File: config.mk
export PLATFORM = sky130hd
export DESIGN_NAME = multi_button_debouncer
export DESIGN_NICKNAME = d
export VERILOG_FILES = /design/src/rtl/multi_button_debouncer.sv
export SDC_FILE = /design/constraint.sdc
export NUM_CORES = 1
export LEC_CHECK = 0
export BUFFER_PORTS_ARGS = -buffer_cell sky130_fd_sc_hd__buf_2
export CORE_ASPECT_RATIO = 1.1
export CORE_UTILIZATION = 60
export CTS_CLUSTER_DIAMETER = 150
export DETAILED_ROUTE_END_ITERATION = 10
export PLACE_DENSITY_LB_ADDON = 0.3
export SETUP_SLACK_MARGIN = 0.15
export SYNTH_ARGS = -nofsm -noshare
export SYNTH_HDL_FRONTEND = slang
export SYNTH_SLANG_ARGS = --single-unit
File: constraint.sdc
create_clock -name Clk -period 3.3 [get_ports Clk]
set_clock_uncertainty 0.15 [all_clocks]
set_input_delay 0.33 -clock Clk [delete_from_list [all_inputs] [get_ports Clk]]
set_output_delay 0.33 -clock Clk [all_outputs]
set_load 0.01 [all_outputs]
File: src/rtl/multi_button_debouncer.sv
// Multi-channel push-button debouncer.
// All channels share one sample-tick prescaler. Each channel has a 2-FF
// synchroniser, a stability counter and an IDLE/HOLD/REPEAT FSM. The FSM
// produces a clean level plus single-cycle press/release/auto-repeat pulses.
// There are no handshakes: every output is a plain registered level or a
// strobe in the Clk domain, with no back-pressure.
module multi_button_debouncer #(
   parameter int CHANNELS     = 4,
   parameter int TICK_DIV     = 125000,
   parameter int STABLE_TICKS = 4,
   parameter int ACTIVE_LOW   = 0,
   parameter int REPEAT_EN    = 1,
   parameter int REPEAT_DELAY = 200,
   parameter int REPEAT_RATE  = 40
) (
   input  logic                  Clk,
   input  logic                  Reset,
   input  logic [CHANNELS-1:0]   ButtonIn,
   output logic [CHANNELS-1:0]   ButtonLevel,
   output logic [CHANNELS-1:0]   ButtonPress,
   output logic [CHANNELS-1:0]   ButtonRelease,
   output logic [CHANNELS-1:0]   ButtonRepeat,
   output logic [2*CHANNELS-1:0] StateDbg
);

   localparam int PW   = (TICK_DIV > 1) ? $clog2(TICK_DIV) : 1;
   localparam int SW   = (STABLE_TICKS > 1) ? $clog2(STABLE_TICKS) : 1;
   localparam int HMAX = (REPEAT_DELAY > REPEAT_RATE) ? REPEAT_DELAY : REPEAT_RATE;
   localparam int HW   = (HMAX > 1) ? $clog2(HMAX) : 1;

   localparam logic [PW-1:0] PRE_LAST  = PW'(TICK_DIV - 1);
   localparam logic [SW-1:0] STAB_LAST = SW'(STABLE_TICKS - 1);
   localparam logic [HW-1:0] HOLD_LAST = HW'(REPEAT_DELAY - 1);
   localparam logic [HW-1:0] RATE_LAST = HW'(REPEAT_RATE - 1);

   // Pin value of a released button, loaded into the synchronisers at reset
   localparam logic [CHANNELS-1:0] RELEASED = (ACTIVE_LOW != 0) ? {CHANNELS{1'b1}} : {CHANNELS{1'b0}};

   typedef enum logic [1:0] {
      ST_IDLE   = 2'd0,
      ST_HOLD   = 2'd1,
      ST_REPEAT = 2'd2
   } state_e;

   logic [PW-1:0]       pre_q, pre_d;
   logic                tick;
   logic [CHANNELS-1:0] sync1_q, sync2_q, raw;

   // Shared prescaler: tick strobes on the last count, then the count wraps
   always_comb begin
      tick  = (pre_q == PRE_LAST);
      pre_d = tick ? '0 : pre_q + PW'(1);
   end

   // Prescaler register
   always_ff @(posedge Clk or posedge Reset) begin
      if (Reset) pre_q <= '0;
      else       pre_q <= pre_d;
   end

   // Two-stage synchroniser for the asynchronous pins
   always_ff @(posedge Clk or posedge Reset) begin
      if (Reset) begin
         sync1_q <= RELEASED;
         sync2_q <= RELEASED;
      end else begin
         sync1_q <= ButtonIn;
         sync2_q <= sync1_q;
      end
   end

   // Polarity-normalised pin value: 1 means pressed
   assign raw = sync2_q ^ RELEASED;

   for (genvar c = 0; c < CHANNELS; c++) begin : g_ch
      state_e        state_q, state_d;
      logic [SW-1:0] stab_q, stab_d;
      logic [HW-1:0] hold_q, hold_d;
      logic          level_q, level_d;
      logic          press_q, press_d;
      logic          rel_q, rel_d;
      logic          rep_q, rep_d;
      logic          accept;

      // Stability counter: any agreeing tick discards partial progress
      always_comb begin
         stab_d = stab_q;
         accept = 1'b0;
         if (tick) begin
            if (raw[c] == level_q) begin
               stab_d = '0;
            end else if (stab_q == STAB_LAST) begin
               stab_d = '0;
               accept = 1'b1;
            end else begin
               stab_d = stab_q + SW'(1);
            end
         end
      end

      // Channel FSM: level tracking, press/release, hold timing and repeats
      always_comb begin
         state_d = state_q;
         hold_d  = hold_q;
         level_d = level_q;
         press_d = 1'b0;
         rel_d   = 1'b0;
         rep_d   = 1'b0;
         if (tick) begin
            case (state_q)
               ST_IDLE: begin
                  if (accept) begin
                     state_d = ST_HOLD;
                     level_d = 1'b1;
                     press_d = 1'b1;
                     hold_d  = '0;
                  end
               end
               ST_HOLD: begin
                  if (accept) begin
                     state_d = ST_IDLE;
                     level_d = 1'b0;
                     rel_d   = 1'b1;
                     hold_d  = '0;
                  end else if ((REPEAT_EN != 0) && (hold_q == HOLD_LAST)) begin
                     state_d = ST_REPEAT;
                     rep_d   = 1'b1;
                     hold_d  = '0;
                  end else begin
                     hold_d = hold_q + HW'(1);
                  end
               end
               ST_REPEAT: begin
                  // A release on the same tick wins over a due repeat
                  if (accept) begin
                     state_d = ST_IDLE;
                     level_d = 1'b0;
                     rel_d   = 1'b1;
                     hold_d  = '0;
                  end else if (hold_q == RATE_LAST) begin
                     rep_d  = 1'b1;
                     hold_d = '0;
                  end else begin
                     hold_d = hold_q + HW'(1);
                  end
               end
               default: begin
                  state_d = ST_IDLE;
                  level_d = 1'b0;
                  hold_d  = '0;
               end
            endcase
         end
      end

      // Channel state and registered outputs
      always_ff @(posedge Clk or posedge Reset) begin
         if (Reset) begin
            state_q <= ST_IDLE;
            stab_q  <= '0;
            hold_q  <= '0;
            level_q <= 1'b0;
            press_q <= 1'b0;
            rel_q   <= 1'b0;
            rep_q   <= 1'b0;
         end else begin
            state_q <= state_d;
            stab_q  <= stab_d;
            hold_q  <= hold_d;
            level_q <= level_d;
            press_q <= press_d;
            rel_q   <= rel_d;
            rep_q   <= rep_d;
         end
      end

      assign ButtonLevel[c]     = level_q;
      assign ButtonPress[c]     = press_q;
      assign ButtonRelease[c]   = rel_q;
      assign ButtonRepeat[c]    = rep_q;
      assign StateDbg[2*c +: 2] = state_q;
   end

endmodule
## Word-level counts from Yosys, hierarchy flattened

Cells that the tools add are included.

| storage, ports and cells | value |
|---|---|
| latch bits | 0 |
| memory bits (read-only) | 0 |
| memories kept | 0 |
| register bits | 89 |
| output and inout port bits | 24 |
| bits in writable memories | 0 |
| word-level logic and storage cells | 222 |
| input bits | 6 |

| cells by class | value |
|---|---|
| div/mod/pow operators | 0 |
| equality and inequality tests | 41 |
| bitwise gates (word level) | 0 |
| reduce and logical (&&, ||, !) cells | 20 |
| muxes and demuxes | 121 |
| magnitude comparators | 0 |
| shift-type cells | 0 |
| add/subtract/negate cells | 9 |
| multipliers | 0 |

Operator list:

| cell | count |
|---|---|
| two-way mux 8 bit | 20 |
| case mux 8 bit (3 select lines) | 4 |
| two-way mux 1 bit | 60 |
| two-way mux 2 bit | 24 |
| adder 8 x 1 -> 8 bit, second input constant | 4 |
| == test 8 x 6 -> 1 bit, second input constant | 4 |
| == test 8 bit, second input constant | 4 |
| case mux 2 bit (3 select lines) | 4 |
| adder 17 x 1 -> 17 bit, second input constant | 1 |
| == test 17 bit, second input constant | 1 |
| two-way mux 17 bit | 1 |
| == test 2 bit, second input constant | 8 |
| != test 2 bit, second input constant | 8 |
| case mux 1 bit (2 select lines) | 8 |
| AND reduction 4 bit | 4 |
| != test 3 bit, second input constant | 4 |
| AND reduction 3 bit | 4 |
| adder 2 x 1 -> 2 bit, second input constant | 4 |
| == test 2 x 1 -> 1 bit, second input constant | 4 |
| zero test 2 bit | 4 |
| != test 2 x 1 -> 1 bit, second input constant | 4 |
| AND reduction 2 bit | 4 |
| OR reduction 2 bit | 4 |
| == test 1 bit | 4 |

## Depth between registers and ports, before layout

Gate-level depths: netlist of run 1.

| depth | value |
|---|---|
| word-level depth | 7 |
| mapped depth | 8 |
| gate-level depth less buffers | 7 |

## Worst setup path after synthesis of run 1

OpenSTA, ideal clock, no wires.

| timing | value |
|---|---|
| path type | register to register |
| start | register pre_q[0] |
| end | register g_ch[1].hold_q[7] |
| stages on the path, launching flop included | 8 |
| slack | 1.216 ns |
| clock period less this slack | 2.084 ns |
| arrival time | 1.811 ns |
| required time | 3.026 ns |
| path buffers | 1 |
| library setup time | 0.124 ns |
| cells stage by stage | dfrtp_1 -> ha_1 -> and4_1 -> clkbuf_1 -> nand4_2 -> o21ai_4 -> nor4b_1 -> a211o_1 |

| between the ends | value |
|---|---|
| word-level cells in the longest chain between the ends | 4 |
| elaborated cells on any way between the ends | 7 |
| classes of those cells | eq/ne (2); mux (4); reduce/logical (1) |

RTL lines:

| what | line | text |
|---|---|---|
| from (decl) | 45 | `logic [PW-1:0] pre_q, pre_d;` |
| from (signal assigned) | 58 | `else pre_q <= pre_d;` |
| == test 17 bit (*) | 51 | `tick = (pre_q == PRE_LAST);` |
| two-way mux 1 bit | 89 | `if (tick) begin` |
| two-way mux 8 bit (tied with other cells) | 135 | `if (accept) begin` |
| case mux 8 bit (3 select lines) or AND reduction 2 bit (tied branches) | -- |  |
| to (signal assigned) | 169 | `hold_q <= hold_d;` |
| to (decl) | 78 | `logic [HW-1:0] hold_q, hold_d;` |

Every way passes the cells marked *; elsewhere a longest branch is shown, timed or not.
A chain may end at the register's enable or synchronous reset.

## Worst setup path after layout of run 1

| timing | value |
|---|---|
| start | register pre_q[3] |
| end | register g_ch[3].hold_q[5] |

| between the ends | value |
|---|---|
| word-level cells in the longest chain between the ends | 4 |
| elaborated cells on any way between the ends | 7 |
| classes of those cells | eq/ne (2); mux (4); reduce/logical (1) |

RTL lines:

| what | line |
|---|---|
| == test 17 bit (*) | 51 |
| two-way mux 1 bit | 89 |
| two-way mux 8 bit (tied with other cells) | 135 |
| case mux 8 bit (3 select lines) or AND reduction 2 bit (tied branches) | -- |
| to (signal assigned) | 169 |
| to (decl) | 78 |

Marked as above.

==> run metrics, run 1 <==
status=complete, no violations; Cell Area, Synth=4930 sq um; TritonCTS clock tree=done; CP required=3400 ps; WS Path Type=register to register; initial drt markers=183; ys flop type=dfrtp_1; Cell Count, Final, Fillers Out=620; DP Cell Count=599; Max IR drop VDD=0.335 mV; max incr delay on CP=510 ps; Routed WL per cell=15.5 um; share of flip-flops with an asynchronous set or reset=100%; crit-path max FO=28; post-synth net total=513; post-route ant nets=0; Post-Place Cell Area=5080 sq um; pin count of the biggest net entering global routing=50; HP Class=register to register; num ports=30; clk buf depth=2; Core Box Area=7910 sq um; Die Y=97.0 um; Worst setup SP type=register; antenna violations before repair=0; CP cell instances=nor4b_4 -> nand4_4 -> o21ai_2 -> o31ai_1 -> a22o_1; post-synthesis sequential area ratio=45.2%; YS warnings=0; Remaining DRCs=0; DP Wirelength=6.66 mm; Port Buffer Count=29; CTS Sinks=89; synth unique cells=57; RSZ-0062 raised after global routing=no; Setup crit end kind=register; Gate power share=1.8%; endpoints failing hold=0; Chip Width=88.4 um; Period Utilization, post-route=76.1%; Ant. Diodes=0; Layout Area Growth over Synthesis=8.41%; #FFs+latches synth=89; average size of a mapped cell=10.1 sq um; grt ovf=0; Leak Pwr=2.51 nW; Power Total=1.92 mW; initial core utilization=62.3%; Die ar.=8580 sq um; GPL Wtd Cong=0.840; Post-CTS Setup Repair Bufs=0; final max-slew violation count=0; clk root buf=clkbuf_8; share of layout cells above drive strength 1=14.3%; number of CTS-inserted buffers=9; list of most frequent post-synthesis cells=dfrtp_1, nor2_1, nand2_1; clock power share=41.2%; CP arrival=2620 ps; measured slew at the worst slew-check pin=850 ps; # fillers=634; via count=3,695; via/cell ratio=5.96; clk_lat worst skew=360 ps; largest area contributor in the netlist=dfrtp_1; Max Cap Violations=0; Tmin final=2510 ps; H-tree depth=3; number of global-route vias before repair=3,612; Synth area leaders=dfrtp_1, ha_1, a22o_1, o31ai_1, nor2_1; Final nets=534; sw frac=22.0%; # resized after CTS=0; setup TNS=0 ps; first-pass GRT wire length=17.0 mm; Critical Path Slowest Stage Cell=o21ai_2; Mapped Cells=486; Slew HR=43.3%; Synth top area share=45.2%; most frequent cell after synthesis=dfrtp_1; Clk pin slew, worst setup/hold paths=90 ps; drt pass-1 iters=5; hold_buf cts=5; switching power=0.424 mW; row cnt=34; EDFF count, synth=0; cell internal pwr=1.50 mW; Final Cell Area=5340 sq um; Fmax=0.398 GHz; PwrDens=360 nW/um^2; setup violators final=0; part of the power in registers=57.0%; Total GRT Usage=25.2%; final wirelength=9.63 mm
## area by class of cell
type	instances	area, sq um	area share (%)
multi-input combinational	347	2450	45.9
tap	108	135	2.53
clock buffer	11	151	2.84
sequential	89	2230	41.7
clock inverter	5	60.1	1.12
timing repair buffer	37	230	4.31
inverter	23	87.6	1.64
## placed cells by master, fill, tap and decap left out, types with 3 or more instances in the layout
master,n
dlygate4sd3_1,5
nor4_1,12
inv_1,22
and3_1,20
ha_1,21
dfrtp_1,89
a22o_1,20
nand2_1,33
or3_1,5
nand2b_1,7
nand4_1,7
a21oi_1,13
mux2_2,4
nor3_1,8
and4_1,4
nand3b_1,6
o31ai_1,20
o21ai_1,4
nor2b_1,13
xnor2_1,8
a21o_1,11
buf_2,29
a2bb2oi_1,5
nand4bb_1,4
nand3_1,11
xor2_1,12
o21ai_0,7
or4_1,4
clkbuf_8,11
nor2_1,38
or2_2,3
o21ai_4,3
and2_1,12
## critical path: cells and delay by family, from the launching register on
family / cells / cell delay (ps)
AO/OA/AOI/OAI: 3 / 830
AND/OR/NAND/NOR: 2 / 950
flip-flops: 1 / 460
## kinds of logic (layout without fill, tap and decap cells)
logic type / Yosys count / after routing / synth area share [%]
simple gates: 202 / 202 / 24.2
compound gates: 100 / 100 / 15.7
flops: 89 / 89 / 45.2
buf+inv: 50 / 76 / 5.08
fa+ha+maj: 21 / 21 / 5.33
xor+xnor: 20 / 20 / 3.56
mux: 4 / 4 / 0.914
## path summary, 6_finish.rpt
check                            from                 end  slack [ps]  cells past startpoint
min reg2reg                sync1_q[0]              raw[0]         200                      0
max reg2reg                  pre_q[3]   g_ch[3].hold_q[5]         790                      5
max                          pre_q[3]   g_ch[3].hold_q[5]         790                      5
max in group asynchronous       Reset   g_ch[2].hold_q[0]        1800                      4
min in group asynchronous       Reset  g_ch[0].state_q[1]         510                      3
min                        sync1_q[0]              raw[0]         200                      0
## routing by layer
layer	vias up	part of all wire (%)	global-route usage (%)
met2	92	48	39.9
met1	1802	46	35.0
li1	1790	-	-
met5	-	0	0
met4	0	1.2	7.57
met3	11	4.2	4.69
## registers in the layout, summed over array words and instances, names as in the netlist
name,count
g_ch.hold_q,32
g_ch.level_q,4
g_ch.press_q,4
g_ch.rel_q,4
g_ch.rep_q,4
g_ch.stab_q,8
g_ch.state_q,8
pre_q,17
raw,4
sync1_q,4
## power groups by stage
stage | logic (mW) | registers (mW) | clock network [mW]
after global placement | 0.0314 | 1.12 | 0
final | 0.0346 | 1.10 | 0.793
after global routing | 0.0411 | 1.10 | 0.857
after detailed placement | 0.0321 | 1.12 | 0
after floorplan | 0.0193 | 1.12 | 0
after CTS | 0.0366 | 1.10 | 0.811
## per-stage QoR
stage | utilization [%] | setup slack [ps] | hold slack, ps
finish | 67.5 | 787 | 204
floorplan | - | 513 | 181
detailed placement | 64.2 | 785 | 185
global route | 67.5 | 600 | 218
CTS | 67.5 | 759 | 206
global placement | 64.2 | 893 | 183
No activity file was read; power rests on OpenSTA's default activity.
==> run 2, diff against run 1 <==
==> constraint.sdc (replaced) <==
create_clock -name Clk -period 2.65 [get_ports Clk]
set_clock_uncertainty 0.15 [all_clocks]
set_input_delay 0.265 -clock Clk [delete_from_list [all_inputs] [get_ports Clk]]
set_output_delay 0.265 -clock Clk [all_outputs]
set_load 0.01 [all_outputs]
==> run 2 against run 1 <==
  * Hold slack better by 2.4 ps
  * Combinational power is 26% higher
  * Core utilization up 0.079 points
==> run metrics, run 2 (synthesis gave the netlist of run 1 again) <==
HP Class=register to register; Total GRT Usage=24.2%; CTS Sinks=89; Port Buffer Count=29; DP Wirelength=6.77 mm; first-pass GRT wire length=16.2 mm; CP arrival=2410 ps; Remaining DRCs=0; crit-path max FO=6; Leak Pwr=2.51 nW; Final nets=537; final max-slew violation count=0; setup TNS=0 ps; Fmax=0.442 GHz; post-route ant nets=0; via/cell ratio=5.96; final wirelength=9.52 mm; clk buf depth=2; Die Y=97.0 um; max reg flops=32; Biggest register=g_ch.hold_q; Post-Place Cell Area=5100 sq um; share of layout cells above drive strength 1=14.6%; endpoints failing hold=0; Layout Area Growth over Synthesis=8.53%; most common cell after layout, fill and taps aside=dfrtp_1; initial core utilization=62.3%; number of CTS-inserted buffers=9; Power Total=2.30 mW; Cell Count, Final, Fillers Out=623; row cnt=34; measured slew at the worst slew-check pin=648 ps; Ant. Diodes=0; Routed WL per cell=15.3 um; Final Cell Area=5350 sq um; Worst setup SP type=register; DP Cell Count=602; RSZ-0062 raised after global routing=no; pin count of the biggest net entering global routing=61; H-tree depth=3; Setup crit end kind=register; number of global-route vias before repair=3,508; WS Path Type=register to register; largest registers=g_ch.hold_q x32, pre_q x17; Die ar.=8580 sq um; Max Cap Violations=0; clk root buf=clkbuf_8; setup slack after layout=390 ps; CP required=2800 ps; Tmin final=2260 ps; Max IR drop VDD=0.241 mV; status=complete, no violations; num ports=30; Core Box Area=7910 sq um; antenna violations before repair=0; Slew HR=56.7%; Hold WS=207 ps; Post-CTS Setup Repair Bufs=0; drt pass-1 iters=4; via count=3,715; TritonCTS clock tree=done; grt ovf=0; clk_lat worst skew=370 ps; setup violators final=0; GPL Wtd Cong=0.852; post-layout util=67.6%; Clk pin slew, worst setup/hold paths=90 ps; Chip Width=88.4 um; most frequent cells in the layout=dfrtp_1, nor2_1, nand2_1; PwrDens=431 nW/um^2; worst slack, placed=386 ps; Period Utilization, post-route=85.3%; initial drt markers=182
[run 2: cell types whose count changed in the layout (fill, tap and decap cells not counted), sizes merged]
| cell | delta |
|---|---|
| clkbuf | +2 |
| clkinv | -1 |
| bufinv | -1 |
| clkinvlp | +2 |
| inv | -2 |
| buf | +3 |
[run 2: cell type report]
type	instances	area, sq um
Inverter	23	90.1
Fill cell	609	2570
Clock inverter	3	23.8
Clock buffer	13	169
Multi-Input combinational cell	347	2450
Sequential cell	89	2230
Timing Repair Buffer	40	253
Tap cell	108	135
[run 2: repair_timing]
action | in CTS | in global routing
hold endpoints to repair | 33 | 0
hold buffers | 5 | 0
gates resized for setup | 0 | 0
[run 2: routing by layer]
layer	wire (um)	up-vias	track usage [%]	share of wire (%)
met2	4480	85	36.8	47
met1	4500	1813	34.2	47
li1	-	1800	-	-
met5	0	-	0	0
met3	361	17	3.41	3.8
met4	176	0	11.0	1.8
[run 2: worst max-delay path, stage by stage, from the launching register on]
cell and delay (ps):
dfrtp_1 470, nor4b_4 450, and4_1 390, nand4b_1 170, nor2_1 350, a22o_1 220
[run 2: worst paths after layout]
kind / from / to / slack (ps) / depth (start not counted)
setup / recovery: pre_q[3] / g_ch[0].hold_q[3] / 390 / 5
hold / removal: sync1_q[3] / raw[3] / 210 / 0
setup reg to reg: pre_q[3] / g_ch[0].hold_q[3] / 390 / 5
hold reg to reg: sync1_q[3] / raw[3] / 210 / 0
max in group asynchronous: Reset / pre_q[6] / 1270 / 4
min in group asynchronous: Reset / pre_q[7] / 390 / 3
[run 2: power by group]
part	switching [mW]	internal, mW	total, mW
Combinational	0.0310	0.0127	0.0436
Sequential	0.00256	1.36	1.37
Clock	0.475	0.420	0.895
==> run 3, diff against run 2 <==
--- a/config.mk
+++ b/config.mk
@@ -8,6 +8,7 @@
 export BUFFER_PORTS_ARGS = -buffer_cell sky130_fd_sc_hd__buf_2
 export CORE_ASPECT_RATIO = 1.1
 export CORE_UTILIZATION = 60
+export CTS_BUF_LIST = sky130_fd_sc_hd__clkbuf_4
 export CTS_CLUSTER_DIAMETER = 150
 export DETAILED_ROUTE_END_ITERATION = 10
 export PLACE_DENSITY_LB_ADDON = 0.3
==> run 3 against run 2 <==
  * Final cell count stayed put
  * Combinational power hardly changed
  * Largest power group unchanged
  * Sequential power is essentially flat
  * Setup slack got worse by 7.4 ps
  * Clock power is 28% lower
  * Highest routed layer unchanged
  * Cell area fell by 1.5%
  * Hold slack improved by 10 ps
  * Wire length down 0.38%
==> run metrics, run 3 (synthesis gave the netlist of run 1 again) <==
status=complete, no violations; GPL Wtd Cong=0.852; final max-slew violation count=0; number of CTS-inserted buffers=9; Total GRT Usage=24.1%; Fmax=0.441 GHz; family with the most delay on the worst path=simple AND/OR/NAND/NOR gates; Slew HR=56.6%; clk_lat worst skew=430 ps; grt ovf=0; Period Utilization, post-route=85.6%; Layout Area Growth over Synthesis=6.86%; Buf+Inv Stages, Crit Path=1; Remaining DRCs=0; Clk pin slew, worst setup/hold paths=130 ps; crit-path max FO=13; initial drt markers=175; Routed WL per cell=15.2 um; Final Cell Area=5260 sq um; max reg flops=32; Setup crit end kind=register; clk root buf=clkbuf_4; Chip Width=88.4 um; Max Cap Violations=0; CTS Sinks=89; setup TNS=0 ps; CP arrival=2440 ps; Max IR drop VDD=0.227 mV; largest registers=g_ch.hold_q x32, pre_q x17; Tmin final=2270 ps; row cnt=34; via/cell ratio=5.93; Post-Place Cell Area=5100 sq um; TritonCTS clock tree=done; Die ar.=8580 sq um; # resized after CTS=0; setup violators final=0; drt pass-1 iters=4; final wirelength=9.48 mm; CP required=2820 ps; endpoints failing hold=0; measured slew at the worst slew-check pin=650 ps; Biggest register=g_ch.hold_q; clk buf depth=2; Final nets=537; post-route ant nets=0; share of layout cells above drive strength 1=14.2%; most common cell after layout, fill and taps aside=dfrtp_1; H-tree depth=3; CP cell instances=nor4b_4 -> nand4_2 -> buf_4 -> o21ai_4 -> nor3_1 -> a211o_1; Port Buffer Count=29; pin count of the biggest net entering global routing=61; Die Y=97.0 um; Leak Pwr=2.47 nW; PwrDens=390 nW/um^2; first-pass GRT wire length=16.2 mm; RSZ-0062 raised after global routing=no; hold_buf cts=5; number of global-route vias before repair=3,508; Core Box Area=7910 sq um; DP Wirelength=6.77 mm; num ports=30; WS Path Type=register to register; via count=3,695; Post-CTS Setup Repair Bufs=0; Worst setup SP type=register; Ant. Diodes=0; antenna violations before repair=0; HP Class=register to register; max incr delay on CP=480 ps; most frequent cells in the layout=dfrtp_1, nor2_1, nand2_1; # fillers=628; initial core utilization=62.3%; Critical Path Slowest Stage Cell=dfrtp_1
[run 3: cell types whose count changed in the layout (fill, tap and decap cells not counted)]
cell,before,now
clkbuf_1,1,0
clkbuf_8,12,0
clkbuf_4,0,10
clkinv_1,0,3
[run 3: final cells by class]
cell class | instances | area, sq um | share of cell area [%]
Clock buffer | 10 | 75.1 | 1.43
Sequential cell | 89 | 2230 | 42.3
Multi-Input combinational cell | 347 | 2450 | 46.5
Tap cell | 108 | 135 | 2.57
Inverter | 23 | 90.1 | 1.71
Timing Repair Buffer | 40 | 253 | 4.80
Clock inverter | 6 | 35.0 | 0.666
[run 3: worst paths after layout]
kind	start	to	slack, ps	depth (start not counted)
hold reg to reg	sync1_q[3]	raw[3]	220	0
min in group asynchronous	Reset	pre_q[7]	310	3
setup / recovery	pre_q[3]	g_ch[2].hold_q[2]	380	6
max in group asynchronous	Reset	g_ch[3].level_q	1350	4
hold / removal	sync1_q[3]	raw[3]	220	0
setup reg to reg	pre_q[3]	g_ch[2].hold_q[2]	380	6
[run 3: power by group]
group | switching, mW | internal (mW) | total (mW) | leakage [nW]
clock | 0.449 | 0.196 | 0.645 | 0.0551
combinational | 0.0312 | 0.0127 | 0.0439 | 1.20
sequential | 0.00251 | 1.36 | 1.37 | 1.21
[run 3: stage by stage]
stage	total power, mW	util [%]	setup slack, ps	std cells	hold WS [ps]
floorplan	1.42	-	566	486	146
global placement	1.43	64.5	480	602	183
detailed placement	1.43	64.5	386	602	191
CTS	2.08	66.5	379	623	222
global route	2.14	66.5	240	623	223
finish	2.06	66.5	383	623	217
[run 3: worst reg2reg max path, delay by kind of cell, from the launching register on]
family | cells | cell delay, ps
buffers and inverters | 1 | 250
AOI/OAI and AO/OA | 2 | 560
DFF | 1 | 480
and+or+nand+nor | 3 | 740
[run 3: metal layers]
metal | up-vias | routed length (um) | track usage (%) | part of all wire [%]
li1 | 1797 | - | - | -
met1 | 1804 | 4520 | 33.7 | 48
met2 | 78 | 4480 | 37.6 | 47
met3 | 16 | 342 | 3.67 | 3.6
met4 | 0 | 136 | 8.93 | 1.4
met5 | - | 0 | 0 | 0
